## src/rtl/router_out_fifo_pkg.sv

```systemverilog
// Shared types and constants for the per-destination router output FIFO.
// The byte width and default depth are fixed here. The storage word, the
// interface and the top all build on byte_t and fifo_word_t.
package router_out_fifo_pkg;

    localparam int FIFO_DEPTH  = 16;  // default entries (power of two, >= 4)
    localparam int FIFO_DWIDTH = 8;   // byte width of the data path
    localparam int PKT_CNT_W   = 6;   // width of the header length field

    typedef logic [FIFO_DWIDTH-1:0] byte_t;
    typedef logic [PKT_CNT_W-1:0]   pkt_cnt_t;

    // One storage entry: header tag above the byte.
    typedef struct packed {
        logic  hdr;
        byte_t data;
    } fifo_word_t;

    // A header byte carries the payload length in its upper six bits.
    // The packet also carries one parity byte, so the number of bytes still
    // owed after the header is length + 1.
    function automatic pkt_cnt_t hdr_to_cnt(input logic [PKT_CNT_W-1:0] len_field);
        return len_field + pkt_cnt_t'(1);
    endfunction

endpackage

```

## src/rtl/router_out_fifo_if.sv

```systemverilog
// Bus bundle between the router core, the output FIFO and the destination.
//
// Handshake: nothing here waits on the other side, so there is no
// valid/ready stall.
//   - A write is taken on a clock edge when write_enb=1 and either full=0 or
//     a read is taken on the same edge. Otherwise the byte is dropped.
//   - A read is taken when read_enb=1 and empty=0. data_out then shows the
//     oldest byte after that edge.
//   - valid_out is simply !empty.
// pkt_cnt exposes the bytes still owed for the current packet. It is for
// observation only and does not take part in the handshake.
interface router_out_fifo_if;
    import router_out_fifo_pkg::*;

    logic     soft_reset;
    logic     write_enb;
    logic     lfd_state;
    byte_t    data_in;
    logic     read_enb;
    byte_t    data_out;
    logic     valid_out;
    logic     full;
    logic     empty;
    pkt_cnt_t pkt_cnt;

    // FIFO side
    modport slave (
        input  soft_reset,
        input  write_enb,
        input  lfd_state,
        input  data_in,
        input  read_enb,
        output data_out,
        output valid_out,
        output full,
        output empty,
        output pkt_cnt
    );

    // Router core plus destination side
    modport master (
        output soft_reset,
        output write_enb,
        output lfd_state,
        output data_in,
        output read_enb,
        input  data_out,
        input  valid_out,
        input  full,
        input  empty,
        input  pkt_cnt
    );

endinterface

```

## src/rtl/router_out_fifo_mem.sv

```systemverilog
// Storage array for the output FIFO: DEPTH words of {hdr, data}.
// Writes are synchronous and reads are asynchronous.
// The data array has no reset. Stale header tags are masked by a per-entry
// live vector held in the top.
module router_out_fifo_mem
    import router_out_fifo_pkg::*;
#(
    parameter  int DEPTH = FIFO_DEPTH,
    localparam int AW    = $clog2(DEPTH)
) (
    input  logic          clk_i,
    input  logic          we_i,
    input  logic [AW-1:0] waddr_i,
    input  fifo_word_t    wdata_i,
    input  logic [AW-1:0] raddr_i,
    output fifo_word_t    rdata_o
);

    fifo_word_t mem_q [DEPTH];

    // Store the word at the write address on an accepted write.
    always_ff @(posedge clk_i) begin
        if (we_i) begin
            mem_q[waddr_i] <= wdata_i;
        end
    end

    assign rdata_o = mem_q[raddr_i];

endmodule

```

## src/rtl/router_out_fifo.sv

```systemverilog
// Per-destination output buffer of the 1x3 router.
// It holds read/write pointers, flags, the packet byte counter and the
// registered data_out. Between packets the output returns to zero.
// soft_reset flushes a port whose destination has stopped reading.
module router_out_fifo
    import router_out_fifo_pkg::*;
#(
    parameter int DEPTH = FIFO_DEPTH
) (
    input  logic               clock,
    input  logic               resetn,
    router_out_fifo_if.slave   bus
);

    localparam int AW = $clog2(DEPTH);
    localparam int PW = AW + 1;  // extra MSB separates full from empty
    localparam logic [PW-1:0] PTR_ONE = PW'(1);

    logic [PW-1:0]    wp_q, wp_d;
    logic [PW-1:0]    rp_q, rp_d;
    logic [DEPTH-1:0] tag_live_q, tag_live_d;
    pkt_cnt_t         pkt_cnt_q, pkt_cnt_d;
    byte_t            data_out_q, data_out_d;

    logic       empty_w;
    logic       full_w;
    logic       rd_acc;
    logic       wr_acc;
    logic       mem_we;
    logic       rd_hdr;
    fifo_word_t wr_word;
    fifo_word_t rd_word;

    // Occupancy flags come straight from the pointers.
    assign empty_w = (wp_q == rp_q);
    assign full_w  = (wp_q[PW-1] != rp_q[PW-1]) && (wp_q[AW-1:0] == rp_q[AW-1:0]);

    // A read frees a slot on the same edge, so a write at full is still taken
    // when a read accompanies it.
    assign rd_acc = bus.read_enb && !empty_w;
    assign wr_acc = bus.write_enb && (!full_w || rd_acc);
    assign mem_we = wr_acc && !bus.soft_reset;

    assign wr_word = '{hdr: bus.lfd_state, data: bus.data_in};

    router_out_fifo_mem #(.DEPTH(DEPTH)) u_mem (
        .clk_i   (clock),
        .we_i    (mem_we),
        .waddr_i (wp_q[AW-1:0]),
        .wdata_i (wr_word),
        .raddr_i (rp_q[AW-1:0]),
        .rdata_o (rd_word)
    );

    // The stored tag counts only if the entry was written since the last
    // reset or flush.
    assign rd_hdr = rd_word.hdr && tag_live_q[rp_q[AW-1:0]];

    // Next-state: pointers, tag-live vector, packet counter and output byte.
    always_comb begin
        wp_d       = wp_q;
        rp_d       = rp_q;
        tag_live_d = tag_live_q;
        pkt_cnt_d  = pkt_cnt_q;
        data_out_d = data_out_q;

        if (bus.soft_reset) begin
            wp_d       = '0;
            rp_d       = '0;
            tag_live_d = '0;
            pkt_cnt_d  = '0;
            data_out_d = '0;
        end else begin
            if (rd_acc) begin
                rp_d                         = rp_q + PTR_ONE;
                tag_live_d[rp_q[AW-1:0]]     = 1'b0;
                data_out_d                   = rd_word.data;
                if (rd_hdr) begin
                    pkt_cnt_d = hdr_to_cnt(rd_word.data[FIFO_DWIDTH-1:2]);
                end else if (pkt_cnt_q != '0) begin
                    pkt_cnt_d = pkt_cnt_q - pkt_cnt_t'(1);
                end
            end else if (pkt_cnt_q == '0) begin
                // Idle between packets: drive zero onto the destination bus.
                data_out_d = '0;
            end

            if (wr_acc) begin
                wp_d                     = wp_q + PTR_ONE;
                tag_live_d[wp_q[AW-1:0]] = 1'b1;
            end
        end
    end

    // State registers with asynchronous active-low reset.
    always_ff @(posedge clock or negedge resetn) begin
        if (!resetn) begin
            wp_q       <= '0;
            rp_q       <= '0;
            tag_live_q <= '0;
            pkt_cnt_q  <= '0;
            data_out_q <= '0;
        end else begin
            wp_q       <= wp_d;
            rp_q       <= rp_d;
            tag_live_q <= tag_live_d;
            pkt_cnt_q  <= pkt_cnt_d;
            data_out_q <= data_out_d;
        end
    end

    assign bus.data_out  = data_out_q;
    assign bus.valid_out = !empty_w;
    assign bus.full      = full_w;
    assign bus.empty     = empty_w;
    assign bus.pkt_cnt   = pkt_cnt_q;

endmodule

```

## src/flat_wrapper.sv

```systemverilog
// flat-port wrapper written by rule: the top's interface ports become plain ports
module router_out_fifo_flat import router_out_fifo_pkg::*;
#(
    parameter int DEPTH = FIFO_DEPTH
)
  (clock, resetn, bus_soft_reset, bus_write_enb, bus_lfd_state, bus_data_in, bus_read_enb, bus_data_out, bus_valid_out, bus_full, bus_empty, bus_pkt_cnt);
  router_out_fifo_if bus_i ();
  input  logic clock;
  input  logic resetn;
  input wire logic [$bits(bus_i.soft_reset)-1:0] bus_soft_reset;
  input wire logic [$bits(bus_i.write_enb)-1:0] bus_write_enb;
  input wire logic [$bits(bus_i.lfd_state)-1:0] bus_lfd_state;
  input wire logic [$bits(bus_i.data_in)-1:0] bus_data_in;
  input wire logic [$bits(bus_i.read_enb)-1:0] bus_read_enb;
  output wire logic [$bits(bus_i.data_out)-1:0] bus_data_out;
  output wire logic [$bits(bus_i.valid_out)-1:0] bus_valid_out;
  output wire logic [$bits(bus_i.full)-1:0] bus_full;
  output wire logic [$bits(bus_i.empty)-1:0] bus_empty;
  output wire logic [$bits(bus_i.pkt_cnt)-1:0] bus_pkt_cnt;
  assign bus_i.soft_reset = bus_soft_reset;
  assign bus_i.write_enb = bus_write_enb;
  assign bus_i.lfd_state = bus_lfd_state;
  assign bus_i.data_in = bus_data_in;
  assign bus_i.read_enb = bus_read_enb;
  assign bus_data_out = bus_i.data_out;
  assign bus_valid_out = bus_i.valid_out;
  assign bus_full = bus_i.full;
  assign bus_empty = bus_i.empty;
  assign bus_pkt_cnt = bus_i.pkt_cnt;
  router_out_fifo #(.DEPTH(DEPTH)) u_core (.clock(clock), .resetn(resetn), .bus(bus_i));
endmodule
```

## config.mk

```make
export PLATFORM = sky130hd
export DESIGN_NAME = router_out_fifo_flat
export DESIGN_NICKNAME = d
export VERILOG_FILES = /design/src/rtl/router_out_fifo_pkg.sv /design/src/rtl/router_out_fifo_if.sv /design/src/rtl/router_out_fifo_mem.sv /design/src/rtl/router_out_fifo.sv /design/src/flat_wrapper.sv
export SDC_FILE = /design/constraint.sdc
export NUM_CORES = 1
export LEC_CHECK = 0
export BUFFER_PORTS_ARGS = -buffer_cell sky130_fd_sc_hd__buf_2
export CAP_MARGIN = 20
export CORE_ASPECT_RATIO = 1.25
export CORE_UTILIZATION = 45
export CTS_BUF_LIST = sky130_fd_sc_hd__clkbuf_16
export CTS_CLUSTER_SIZE = 20
export DETAILED_ROUTE_END_ITERATION = 8
export SLEW_MARGIN = 20
export SYNTH_ARGS = -nofsm -noshare
export SYNTH_HDL_FRONTEND = slang
export SYNTH_HIERARCHICAL = 1
export SYNTH_SLANG_ARGS = --single-unit
```

## constraint.sdc

```tcl
create_clock -name clock -period 2.9 [get_ports clock]
set_input_delay 0.145 -clock clock [delete_from_list [all_inputs] [get_ports clock]]
set_output_delay 0.145 -clock clock [all_outputs]
set_load 0.02 [all_outputs]
```

* Word level (Yosys, flattened, before mapping)
Memory sizes are Yosys's and may differ from the RTL's.
Index checks and enable logic that the tools add are counted.
** Cells by class
- Add/sub/neg operators :: 4
- $lt $le $gt $ge :: 4
- Equality and inequality tests :: 3
- Multiplexer cells :: 23
- Bitwise operators :: 3
- Reductions and logical operators :: 18
** Operator list (number)
- $mux W16 :: 4
- $mux W6 :: 4
- $mux W8 :: 3
- $mux W5 :: 4
- $and A16 B16 Y16 :: 1
- $not A16 Y16 :: 1
- $or A16 B16 Y16 :: 1
- $add A5 B1 Y5 const B :: 2
- $lt A4 B5 Y1 const B :: 2
- $demux W1 S4 :: 2
- $ge A4 B1 Y1 const B :: 2
- $logic_and A1 B1 Y1 :: 7
- $add A6 B1 Y6 const B :: 1
- $logic_not A6 Y1 :: 1
- $reduce_bool A3 Y1 :: 2
- $reduce_bool A6 Y1 :: 1
- $sub A6 B1 Y6 const B :: 1
- $eq A5 B5 Y1 :: 1
- $mux W1 :: 5
- $bmux W1 S4 :: 1
- $eq A4 B4 Y1 :: 1
- $reduce_bool A2 Y1 :: 2
- $logic_not A1 Y1 :: 3
- $reduce_and A2 Y1 :: 1
- 2 further kinds :: 2
** Word-level totals
- Register bits after elaboration :: 40
- RAM bits :: 144
- Input port bits :: 14
- Output and inout port bits :: 17
- Logic and storage cells :: 61
- Memories kept :: 1
** Memory list
- u_core.u_mem.mem_q :: words 16, width 9, rd ports 1, clocked after Yosys merged registers in 0, write ports 1, line router_out_fifo_mem.sv:19 : fifo_word_t mem_q [DEPTH];

* Logic depth before layout (Yosys ltp)
Gate-level depths: netlist of the first run.
- Word-level depth :: 11
- Depth in mapped cells :: 11
- Gate-level depth less buffers :: 9

* Modules after synthesis
Netlist of the first run, hierarchy kept.
** Modules (own cells, without submodules)
- router_out_fifo_mem :: instances 1, cells an instance 245, area an instance 5600.4 um^2, seq. area each 4324.1 um^2
- router_out_fifo :: instances 1, cells an instance 249, area an instance 2424.8 um^2, seq. area each 1001.0 um^2

* Least setup slack after synthesis of the first run
OpenSTA, ideal clock, no wires.
- Path kind :: flip-flop to flip-flop
- Start :: reg u_core.wp_q[0]
- End :: mem u_core/u_mem/mem_q[0][0] (netlist name), enable pin
- Setup time :: 0.387 ns
- Arrival :: 2.553 ns
- Required time :: 2.513 ns
- Setup slack :: -0.040 ns
- Cell stages (with the launch flop) :: 8
- Path buffers :: 0
- Period minus slack after synthesis :: 2.940 ns
- Path through :: dfrtp_1 > xor2_1 > nor4_4 > a31oi_4 > nand2_2 > inv_1 > or3b_2 > nor3_1
** Between the ends
- Word-level cells in the longest chain between the ends :: 8
- Elaborated cells between the ends (all ways) :: 11
- Classes of those cells :: 2 x eq/ne; 2 x mux; 7 x reduce/logical
** RTL lines
- start: declaration :: line router_out_fifo.sv:19 : logic [PW-1:0] wp_q, wp_d;
- start signal: assignment :: line router_out_fifo.sv:104 : wp_q <= wp_d;
- $eq A5 B5 Y1 / $eq A4 B4 Y1 (equally long branches) :: line router_out_fifo.sv:35, router_out_fifo.sv:36
- $logic_not A1 Y1 / $logic_and A1 B1 Y1 (equally long branches) :: line router_out_fifo.sv:40, router_out_fifo.sv:36
- $logic_and A1 B1 Y1 / $logic_not A1 Y1 (equally long branches) :: line router_out_fifo.sv:40, router_out_fifo.sv:41
- $logic_or A1 B1 Y1 (*) :: line router_out_fifo.sv:41 : assign wr_acc = bus.write_enb && (!full_w || rd_acc);
- $logic_and A1 B1 Y1 (*) :: line router_out_fifo.sv:41
- $logic_and A1 B1 Y1 (*) :: line router_out_fifo.sv:42 : assign mem_we = wr_acc && !bus.soft_reset;
- net u_core.mem_we :: line router_out_fifo.sv:29 : logic mem_we;
- $mux W1 (*) :: line router_out_fifo_mem.sv:23 : if (we_i) begin
- $mux W1 (implied by the code) (*) :: line router_out_fifo_mem.sv:24 : mem_q[waddr_i] <= wdata_i;
- end: declaration :: line router_out_fifo_mem.sv:19
The timed path passes the listed nets; every way through them passes the cells marked *.

==> flow_summary.toml, run 1 <==
[finish]
fill_cells = 1421
fin_util_pct = 52.5
register_area_um2 = 5330
multi_input_area_um2 = 2470
syn2layout_area_growth_pct = 14.1
n_antenna_cell = 0
finalNetCount = 576
drive_gt1_share_pct = 23.0
fin_cells = 788

[route]
post-route-drc-count = 0
first_pass_iters = 5
drtIter0Drc = 414
num_vias = 4545
drt_wl_total_um = 17300
via_per_inst = 5.77
wire_per_inst_um = 22.0
ant_nets = 0

[floorplanning]
start_util_pct = 46.0
die_y_um = 151
die_width_um = 121
design.core.area_um2 = 17400
die-area_um2 = 18400
top_level_ports = 31
num_rows = 54

[timing]
final-hold-violation-count = 0
post-route-period-util_pct = 91.3
period_minus_slack_ns = 2.65
tns_ns = 0
finalSetupViolCount = 0
slew_violations = 0
worst_pin_slew_ns = 0.944
grt_setup_unrepaired = "false"
fin_worst_skew_ns = 0.0118
maxSlewHeadroom_pct = 37.1
fmax_mhz = 378

[grt]
grt_pass1_wl_um = 27300
antenna_found_initial = 0
grt_use_total_pct = 20.6
grt_overflow_total = 0
grt_pass1_vias = 4626
grt_start_max_net_pins = 46

[job]
maxCapViolations = 0

[setup_path]
worst_path_dominant_cell_family = "compound AO/OA/AOI/OAI gates"
path_class = "reg2reg"
crit_chain = "buf_12, mux4_1, a22oi_1, nand2_1, nand2b_1, a21oi_1, nand3_1, nand2_2, o21a_1, o32ai_2"
path_depth = 10
critPathMaxFanout = 45
cp-end-kind = "flip-flop"
r2r_cells = 10
critical_path_arrival_ns = 2.99
cp-start-kind = "flip-flop"
required_ns = 3.24
critPathMaxStageDelay_ns = 0.59
cp_slowest_cell = "mux4_1"
critPathBufInv = 1

[clock_network]
clk_latency_ns = 0.44
ctsHoldBuffers = 1
postCtsSetupRepairBufs = 0
clk_path_buf_depth = 2
cts_max_level = 4
cts_resized = 0
cts_made_buffers = 17
clkSinkCount = 184
cts_tree = "done"
clk_pin_slew_ns = 0.08
cts_root_buf = "clkbuf_16"

[synth]
synth.distinct_cells = 46
yosys.area.top_type = "edfxtp_1"
synth_common_cells = "edfxtp_1, dfrtp_1, nand2_1, nor2_1, nand3_1"
synth.most_common_cell = "edfxtp_1"
ys.flop_type = "edfxtp_1"
async_reset_ff_share_pct = 21.7
yosysWarningCount = 6
syn_nets = 519
synth-edff-count = 144
syn_avg_cell_area_um2 = 16.2
synth_seq_cells = 184
synth_area_leaders = "edfxtp_1, dfrtp_1, mux4_2"
postSynthCellCount = 494
synth_top_area_share_pct = 53.9
ys_seq_area_share_pct = 66.4
syn_area_um2 = 8030

[placed_design]
dp_cells = 755
numPortBuffers = 30
place_hpwl_um = 11300
gp_congestion = 0.839

[status]
outcome = "finished clean"

[power_and_ir_drop]
vdd_drop_max_uv = 496
power.leakage_uw = 0.00325
powerDensity_nw_per_um2 = 727

[min_path]
holdPathStages = 1
worstHoldPathType = "in2reg"
-- cell usage in the layout (no fill, tap or decap), types with 17 or more instances in the layout --
cell / synthesis / routed
edfxtp_1: 144 / 144
a22oi_1: 21 / 21
nor2_1: 31 / 31
buf_2: 6 / 30
buf_4: 2 / 32
clkbuf_16: 0 / 17
mux4_2: 21 / 21
dfrtp_1: 40 / 38
a32o_1: 17 / 17
nand3_1: 28 / 28
nand2_1: 31 / 31
-- power breakdown --
part           leakage (µW)  internal, µW  switching (µW)
Combinational       0.00110           527             795
Clock              0.000303          1250            1120
Sequential          0.00185          2910            51.5
Total               0.00325          4690            1970
-- final timing paths --
path | start | to | slack, ns
worst max-delay path | u_core/rp_q[0] | u_core/bus.pkt_cnt[1] | 0.25
worst max register to register | u_core/rp_q[0] | u_core/bus.pkt_cnt[1] | 0.25
worst min-delay path | bus_data_in[2] | u_core/u_mem/mem_q[9][2] | 0.09
worst min register to register | u_core/tag_live_q[5] | u_core/tag_live_q[5] | 0.53
max in group asynchronous | resetn | u_core/rp_q[0] | 1.86
min in group asynchronous | resetn | u_core/tag_live_q[7] | 0.40
-- sequential cells by signal, indices dropped and copies added, names as in the netlist --
| name | flops |
|---|---|
| u_core/rp_q | 5 |
| u_core/bus.data_out | 8 |
| u_core/wp_q | 5 |
| u_core/tag_live_q | 16 |
| u_core/bus.pkt_cnt | 6 |
| u_core/u_mem/mem_q | 144 |
-- layer usage --
metal | up-vias | GRT usage [%] | part of all wire [%]
met3 | 18 | 3.16 | 2.4
met2 | 100 | 35.6 | 53
met4 | 0 | 8.33 | 1.8
li1 | 2070 | - | -
met5 | - | 0 | 0
met1 | 2357 | 25.9 | 43
-- cell type report --
type	instances	share of cell area, %
Sequential cell	184	58.2
Multi-Input combinational cell	272	26.9
Clock buffer	17	4.64
Timing Repair Buffer	64	4.59
Tap cell	224	3.06
Clock inverter	15	2.13
Inverter	12	0.492
-- cell families after synthesis --
logic type                 share of synthesized area (%)
DFF                                                 66.4
AOI/OAI and AO/OA                                   6.58
and+or+nand+nor                                     7.98
xor gates and xnor gates                            1.96
muxes                                               12.4
buffers and inverters                               2.98
adders and majority gates                           1.71
-- per-stage QoR --
stage | hold slack, ns | setup slack, ns | total power (µW) | area (µm²)
after CTS | 0.0734 | 0.245 | 6710 | 9160
after global placement | 0.319 | 0.296 | 4310 | 8530
final | 0.0887 | 0.252 | 6660 | 9160
after detailed placement | 0.343 | 0.252 | 4340 | 8530
after floorplan | -0.151 | 0.199 | 4010 | 8030
after global routing | 0.0892 | 0.0600 | 6940 | 9160
Note: power is estimated with default switching activity, not from simulation.
==> run 2: changes to the inputs <==
==> constraint.sdc (replaced) <==
create_clock -name clock -period 2.9 [get_ports clock]
set_input_delay 0.58 -clock clock [delete_from_list [all_inputs] [get_ports clock]]
set_output_delay 0.58 -clock clock [all_outputs]
set_load 0.02 [all_outputs]
==> run 2 against run 1 <==
  * Sequential share of layout area barely moved
  * Final area barely moved
  * Clock power fell by 2%
  * Core utilization barely moved
  * Sequential cell count did not move
  * Total power fell by 0.60%
  * Hold slack improved by 0.20 ns
  * Global-route usage fell by 0.27 points
  * Register-to-register slack improved by 0.05 ns
  * Clock-buffer cell count did not move
  * Maximum frequency rose by 1.8%
  * Wire length barely moved
==> flow_summary.toml, run 2 (synthesized netlist as in run 1, its figures left out) <==
[clock_network]
cts_root_buf = "clkbuf_16"
ctsHoldBuffers = 0
clk_pin_slew_ns = 0.07
cts_max_level = 4
cts_tree = "done"
cts_resized = 0
clkSinkCount = 184
postCtsSetupRepairBufs = 0
clk_latency_ns = 0.44
clk_path_buf_depth = 2
cts_made_buffers = 17

[grt]
antenna_found_initial = 0
grt_pass1_vias = 4632
grt_overflow_total = 0
grt_start_max_net_pins = 41
grt_pass1_wl_um = 27000
grt_use_total_pct = 20.3

[min_path]
worstHoldPathType = "in2async"

[route]
first_pass_iters = 5
post-route-drc-count = 0
num_vias = 4597
drt_wl_total_um = 17300
drtIter0Drc = 397
via_per_inst = 5.83
wire_per_inst_um = 22.0
ant_nets = 0

[setup_path]
required_ns = 3.23
critical_path_arrival_ns = 2.93
path_class = "reg2reg"
r2r_cells = 10
cp-start-kind = "flip-flop"
cp-end-kind = "flip-flop"
critPathMaxFanout = 15

[timing]
whs_ns = 0.288
final-hold-violation-count = 0
fmax_mhz = 384
fin_worst_skew_ns = 0.0168
maxSlewHeadroom_pct = 37.5
slew_violations = 0
finalSetupViolCount = 0
worst_pin_slew_ns = 0.937
period_minus_slack_ns = 2.60
tns_ns = 0
grt_setup_unrepaired = "false"
post-route-period-util_pct = 89.7

[placed_design]
place_hpwl_um = 11400
dp_cells = 756
placed_cell_area_um2 = 8550
gp_congestion = 0.858
numPortBuffers = 30

[finish]
syn2layout_area_growth_pct = 14.2
drive_gt1_share_pct = 23.2
multi_input_area_um2 = 2470
fin_cells = 788
register_area_um2 = 5330
layout_commonest_cell = "edfxtp_1"
largest_reg_flops = 144
layout_common_cells = "edfxtp_1, dfrtp_1, buf_4, nand2_1, nor2_1"
fin_area_um2 = 9170
finalNetCount = 576
fill_cells = 1405
n_antenna_cell = 0
regMostFlops = "u_core/u_mem/mem_q"

[floorplanning]
top_level_ports = 31
design.core.area_um2 = 17400
start_util_pct = 46.0
num_rows = 54
die_y_um = 151
die_width_um = 121
die-area_um2 = 18400

[job]
maxCapViolations = 0

[power_and_ir_drop]
vdd_drop_max_uv = 540
powerDensity_nw_per_um2 = 722
power.leakage_uw = 0.00325

[status]
outcome = "finished clean"
## run 2: cell type report
class / instances / area share [%]
clock inverter: 15 / 2.08
sequential: 184 / 58.1
timing repair buffer: 64 / 4.70
inverter: 12 / 0.491
tap: 224 / 3.06
clock buffer: 17 / 4.64
multi-input combinational: 272 / 26.9
## run 2: per-layer routing
| metal | vias to the layer above | global-route usage [%] | share of wire, % |
|---|---|---|---|
| met1 | 2362 | 26.1 | 42 |
| met5 | - | 0 | 0 |
| met3 | 31 | 3.43 | 4.1 |
| met2 | 140 | 34.1 | 52 |
| li1 | 2064 | - | - |
| met4 | 0 | 8.58 | 2.3 |
## run 2: critical path, cell delays in order, from the launching register on
cell,delay [ns]
dfrtp_2,0.41
buf_4,0.26
mux4_1,0.61
a22oi_1,0.22
nand2_1,0.11
nand2b_1,0.08
a21oi_1,0.04
nand3_1,0.12
nand2_2,0.18
o21a_1,0.24
o32ai_2,0.22
## run 2: final timing paths
check                                     start                  endpoint  slack, ns
setup / recovery                 u_core/rp_q[0]     u_core/bus.pkt_cnt[1]       0.30
hold / removal                           resetn      u_core/tag_live_q[7]       0.29
setup reg to reg                 u_core/rp_q[0]     u_core/bus.pkt_cnt[1]       0.30
hold reg to reg            u_core/tag_live_q[9]      u_core/tag_live_q[9]       0.53
max in group asynchronous                resetn            u_core/rp_q[1]       1.98
min in group clock               bus_data_in[6]  u_core/u_mem/mem_q[4][6]       0.51
## run 2: through the flow
| stage | total power, µW | utilization (%) | worst slack [ns] |
|---|---|---|---|
| 2_1_floorplan | 4010 | - | 0.199 |
| 3_3_place_gp | 4320 | 49.0 | 0.386 |
| 3_5_place_dp | 4350 | 49.0 | 0.328 |
| 4_1_cts | 6670 | 52.6 | 0.309 |
| 5_1_grt | 6890 | 52.6 | 0.115 |
| 6_report | 6620 | 52.6 | 0.299 |
## run 2: report_power, final
group / internal (µW) / leakage (µW) / switching (µW)
Sequential: 2910 / 0.00185 / 56.0
Combinational: 531 / 0.00111 / 790
Clock: 1180 / 0.000296 / 1150
Total: 4620 / 0.00325 / 1990
